File: config.mk
export PLATFORM = sky130hd
export DESIGN_NAME = zad1_compare
export DESIGN_NICKNAME = d
export VERILOG_FILES = /design/src/rtl/zad1_compare.sv
export SDC_FILE = /design/constraint.sdc
export NUM_CORES = 1
export LEC_CHECK = 0
export BUFFER_PORTS_ARGS = -buffer_cell sky130_fd_sc_hd__buf_2
export CAP_MARGIN = 20
export CORE_UTILIZATION = 45
export CTS_CLUSTER_SIZE = 40
export DETAILED_ROUTE_END_ITERATION = 8
export PLACE_DENSITY = 0.67
export SLEW_MARGIN = 30
export SYNTH_ARGS = -nofsm -noshare
export SYNTH_HDL_FRONTEND = slang
export SYNTH_SLANG_ARGS = --single-unit
File: constraint.sdc
create_clock -name clk -period 2.3 [get_ports clk]
set_clock_uncertainty 0.1 [all_clocks]
set_input_delay 0.115 -clock clk [delete_from_list [all_inputs] [get_ports clk]]
set_output_delay 0.115 -clock clk [all_outputs]
set_load 0.005 [all_outputs]
File: src/rtl/zad1_compare.sv
// zad1_compare: registered, glitch-filtered unsigned magnitude comparator.
// Ports: clk, rst (async, active-high), IN1/IN2 (WIDTH-bit operands),
//        out (registered, filtered "IN1 > IN2").
// Optional hysteresis margin HYST is compiled in by defining ZAD1_HYST_EN.
module zad1_compare #(
  parameter int WIDTH      = 8,
  parameter int FILTER_LEN = 4,
  parameter int HYST       = 2
) (
  input  logic             clk,
  input  logic             rst,
  input  logic [WIDTH-1:0] IN1,
  input  logic [WIDTH-1:0] IN2,
  output logic             out
);

  localparam int CW = $clog2(FILTER_LEN) + 1;
  localparam logic [CW-1:0] CNT_MAX = CW'(FILTER_LEN - 1);

  logic [WIDTH-1:0] in1_q;
  logic [WIDTH-1:0] in2_q;
  logic [CW-1:0]    cnt;
  logic             target;

  // Stage 1: operand capture. Cleared operands compare equal, so leaving
  // reset never produces a spurious mismatch.
  always_ff @(posedge clk or posedge rst) begin
    if (rst) begin
      in1_q <= '0;
      in2_q <= '0;
    end else begin
      in1_q <= IN1;
      in2_q <= IN2;
    end
  end

  // Stage 2: raw target bit.
`ifdef ZAD1_HYST_EN
  // Sums are one bit wider than the operands so adding the margin cannot wrap.
  localparam logic [WIDTH:0] HYST_W = (WIDTH+1)'(HYST);

  logic [WIDTH:0] in1_x;
  logic [WIDTH:0] in2_x;

  assign in1_x = {1'b0, in1_q};
  assign in2_x = {1'b0, in2_q};

  // The threshold to leave the current state depends on that state, giving
  // a dead band of HYST on either side of equality.
  always_comb begin
    target = out;
    if (!out) begin
      if (in1_x > in2_x + HYST_W) target = 1'b1;
    end else begin
      if (in1_x + HYST_W < in2_x) target = 1'b0;
    end
  end
`else
  // Without hysteresis the margin has no role; it only qualifies as a sane
  // (non-negative) value here, which folds to a constant.
  localparam logic HYST_OK = (HYST >= 0);

  always_comb begin
    target = (in1_q > in2_q) & HYST_OK;
  end
`endif

  // Persistence filter: out follows target only after FILTER_LEN consecutive
  // mismatching cycles; any agreeing cycle discards the partial count.
  always_ff @(posedge clk or posedge rst) begin
    if (rst) begin
      cnt <= '0;
      out <= 1'b0;
    end else if (target == out) begin
      cnt <= '0;
    end else if (cnt == CNT_MAX) begin
      out <= target;
      cnt <= '0;
    end else begin
      cnt <= cnt + 1'b1;
    end
  end

endmodule

# == Word level (Yosys, flattened, before mapping) ==
# Index checks and enable logic that the tools add are counted.
# classes
addsub,1
magnitude_cmp,1
n_eq_ne,2
muxes,2
bitwise_logic,1
reduce_logical,1
# ops
operator,count
$gt 8x8->1,1
$mux 3,2
$add 3x1->3 const B,1
$eq 3x2->1 const B,1
$reduce_and 2->1,1
$eq 1x1->1,1
$not 1->1,1
# totals
reg_bits,20
in_bits,18
output_inout_bits,1
elab_cells,12

# == Depth between registers and ports, before layout ==
# logic_depth
word_depth,4
mapped_depth,7
mapped_depth_nobuf,7

# == Least setup slack after synthesis ==
# Ideal clock, no wire load.
# synth_timing
kind,flip-flop to flip-flop
start,register in1_q[1]
end,register cnt[0]
setup_ns,0.094
arrival_ns,1.522
required_ns,2.106
path_slack_ns,0.584
stages_incl_launch_ff,7
path_buffers,0
synth_period_minus_slack_ns,1.716
path_cell_list,dfrtp_1 > ha_1 > nor2b_1 > o211ai_1 > a211o_1 > a21o_1 > a221oi_2
# synth_between
elab_chain_cells,3
# synth_rtl
item,line_no,rtl
"start, declared",20,logic [WIDTH-1:0] in1_q;
"start signal, assigned",29,in1_q <= '0;
"start signal, assigned",32,in1_q <= IN1;
$gt 8x8->1,64,target = (in1_q > in2_q) & HYST_OK;
$eq 1x1->1,74,end else if (target == out) begin
$mux 3,74,
"end signal, assigned",80,cnt <= cnt + 1'b1;
"end, declared",22,logic [CW-1:0] cnt;
# Every way passes these cells.
# A chain may end at the register's enable or synchronous reset.

# == Worst setup path after layout ==
# layout_timing
start,register in1_q[1]
end,register cnt[2]
# The elaborated chain is that of the path after synthesis.

==> impl_metrics.env <==
export IMPL_run_status="finished, violations left"
export IMPL_violations="DRC"
export IMPL_postSynthCellCount=59
export IMPL_die_w_um=43.69
export IMPL_power_switching_fraction_pct=25.19
export IMPL_synth_main_ff_cell="sky130_fd_sc_hd__dfrtp_1"
export IMPL_fin_setup_tns_ps=0
export IMPL_timing_critical_path_to_type="flip-flop"
export IMPL_detailroute_via_count=538
export IMPL_total_gr_overflow=0
export IMPL_floorplan_core_area_um2=1559
export IMPL_synth_top_cell_area_share_pct=64.00
export IMPL_crit_fanout=3
export IMPL_final_max_slew_violation_count=0
export IMPL_htree_num_levels=1
export IMPL_layout_area_overhead_vs_synth_pct=38.72
export IMPL_p_sw_mw=0.1782
export IMPL_cts_num_sinks=20
export IMPL_worst_hold_path_type="in2reg"
export IMPL_max_slew_margin_rel_pct=53.67
export IMPL_route_detailed_wl_per_inst_um=11.36
export IMPL_via_count_of_the_first_global_routing_pass=540
export IMPL_distinct_cell_type_count_after_synthesis=16
export IMPL_grt_pass1_wl_um=2035
export IMPL_grt_util_met2_pct=28.66
export IMPL_hold_worst_slack_ps=353.2
export IMPL_synth_simple_gate_area_share_pct=4.480
export IMPL_cellPowerDensity_nw_per_um2=652.0
export IMPL_drc=1
export IMPL_mostFrequentLayoutCell="sky130_fd_sc_hd__dfrtp_1"
export IMPL_die_area_um2=1908
export IMPL_clock_edge_transition_at_the_registers_on_the_reported_setup_and_hold_paths_ps=100
export IMPL_synth_top_cell_by_area="sky130_fd_sc_hd__dfrtp_1"
export IMPL_worst_ep_required_time_ps=2410
export IMPL_timing_critical_path_from_type="flip-flop"
export IMPL_synth_seq_cells=20
export IMPL_cp_max_stage_delay_ps=390
export IMPL_pwr_share_comb_pct=19.8
export IMPL_power_frac_clock_pct=21.9
export IMPL_buffers_on_ports=18
export IMPL_finalWeightedCongestion=0.7210
export IMPL_final_period_utilization_pct=79.96
export IMPL_post_dp_hpwl_um=885.9
export IMPL_max_cap_violations=0
export IMPL_p_leak_nw=0.5540
export IMPL_grt_setup_unrepaired="no"
export IMPL_finalNetCount=126
export IMPL_worst_setup_path_startpoint="in1_q[1]"
export IMPL_cts_root_buffer_cell="sky130_fd_sc_hd__clkbuf_4"
export IMPL_gr_usage_met1_pct=16.39
export IMPL_critical_path_cell_sequence="ha_1 -> nor2b_1 -> o211ai_1 -> a211o_1 -> a21o_1 -> a211oi_2"
export IMPL_grt_busiest_layer="met2"
export IMPL_worst_hold_startpoint="IN1[2]"
export IMPL_tritoncts="done"
export IMPL_vias_per_cell=4.761
export IMPL_num_rows=14
export IMPL_antenna_violations_before_repair=0
export IMPL_timing_final_crit_period_ps=1839
export IMPL_io_pin_count=19
export IMPL_met3_resource_use_gr_pct=2.500
export IMPL_mean_post_synth_cell_area_um2=13.25
export IMPL_intPower_mw=0.5292
export IMPL_synth_top_family_by_area="adder cells"
export IMPL_synth_compound_area_share_pct=12.32
export IMPL_crit_reg2reg_launch="in1_q[1]"
export IMPL_setup_viol=0
export IMPL_yosys_area_share_adder_pct=14.40
export IMPL_async_flop_share_pct=100.0
export IMPL_cts_root_to_sink_buffers=2
export IMPL_final_core_utilization_pct=69.58
export IMPL_antenna_cells=0
export IMPL_drt_first_pass_iters=6
export IMPL_totalWireLength_um=1284
export IMPL_synthesis_nets=86
export IMPL_layout_drive_gt1_share_pct=23.71
export IMPL_grtUsageTotal_pct=15.31
export IMPL_clock_insertion_delay_worst_skew_ps=290
export IMPL_worst_setup_path_type="reg2reg"
export IMPL_critPathArrivalTime_ps=1950
export IMPL_seqPwrFrac_pct=58.3
export IMPL_achievable_frequency_mhz=543.7
export IMPL_maximum_number_of_pins_on_one_net_before_global_route_repair=21
export IMPL_cpMaxStageDelayCell="sky130_fd_sc_hd__dfrtp_1"
export IMPL_initial_utilization_pct=50.16
export IMPL_ant_nets=0
export IMPL_synth_enable_flop_cells=0
export IMPL_synth_yosys_seq_area_share_pct=64.00
export IMPL_layout_cells_most_common_list="20 x sky130_fd_sc_hd__dfrtp_1, 18 x sky130_fd_sc_hd__buf_2, 17 x sky130_fd_sc_hd__dlygate4sd3_1"
export IMPL_ys_warnings=0
export IMPL_synth_area_top_cells="sky130_fd_sc_hd__dfrtp_1 64%, sky130_fd_sc_hd__ha_1 14%, sky130_fd_sc_hd__inv_1 4.8%"
export IMPL_yosys_area_share_xor_xnor_pct=0
export IMPL_syn_cell_area_um2=782.0
export IMPL_design_power_total_mw=0.7073
export IMPL_muxShareOfSynthArea_pct=0
export IMPL_numCtsBuffers=3
export IMPL_worst_margin_slew_ps=694.2
export IMPL_vert_die_dim_um=43.69
export IMPL_detailedRoute_firstIterationViolations=10
export IMPL_peakVddDrop_v=0.0005098
export IMPL_hold_viol_final=0
cells by family (layout without fill, tap and decap cells):
logic type,Yosys count,count (layout)
AO/OA/AOI/OAI,13,13
buffers and inverters,10,48
adder cells (fa/ha/maj),9,9
flip-flops,20,20
AND/OR/NAND/NOR,7,7
metal layers:
layer | vias to the layer above | wire [um]
met5 | - | 0
met4 | 0 | 21
met3 | 2 | 40
met2 | 13 | 699
met1 | 246 | 523
li1 | 277 | -
what timing repair did:
action | in CTS | in global routing
buffers inserted | 0 | 0
hold buffers | 17 | 0
resized for setup | 0 | 0
hold endpoints to repair | 36 | 0
sequential cells by signal (all words and copies together), names as in the netlist:
register / count
cnt: 3
in1_q: 8
in2_q: 8
out: 1
power groups by stage:
| stage | clock (mW) | combinational (mW) | sequential [mW] |
|---|---|---|---|
| 3_3_place_gp | 0 | 0.117 | 0.419 |
| 6_report | 0.155 | 0.140 | 0.412 |
| 4_1_cts | 0.158 | 0.142 | 0.411 |
| 5_1_grt | 0.173 | 0.159 | 0.415 |
| 3_5_place_dp | 0 | 0.121 | 0.418 |
| 2_1_floorplan | 0 | 0.0798 | 0.415 |
stage by stage:
step | cells | area, um^2 | setup WS (ps)
6_report | 113 | 1085 | 460.9
5_1_grt | 113 | 1085 | 393.8
4_1_cts | 113 | 1085 | 454.1
3_5_place_dp | 93 | 892.1 | 480.1
3_3_place_gp | 93 | 892.1 | 534.4
2_1_floorplan | 59 | 782.0 | 584.5
critical path: cells and delay by family (launching register included):
kind,cells,cell delay (ps)
AOI/OAI and AO/OA,4,850
DFF,1,390
adders and majority gates,1,290
and+or+nand+nor,1,140
worst paths after layout:
kind / endpoint / slack [ps] / depth (start not counted)
max: cnt[2] / 460 / 6
min: in1_q[2] / 350 / 2
max reg2reg: cnt[2] / 460 / 6
min reg2reg: cnt[0] / 360 / 1
max in group asynchronous: in2_q[6] / 1280 / 3
min in group asynchronous: in1_q[2] / 380 / 3
cells in the mapped netlist, drive strengths merged, types with 2 or more instances:
library cell,count
o21ai,2
a21o,2
inv,10
a21oi,4
nand2,2
ha,9
dfrtp,20
nand4,2
cell type report:
| class | count | area, um^2 |
|---|---|---|
| clock buffers | 3 | 22.52 |
| fillers | 112 | 474.2 |
| inverters | 10 | 37.54 |
| multi-input cells | 29 | 244.0 |
| flip-flops and latches | 20 | 500.5 |
| well taps | 16 | 20.02 |
| repair buffers | 35 | 260.3 |
No activity file was read; power rests on OpenSTA's default activity.
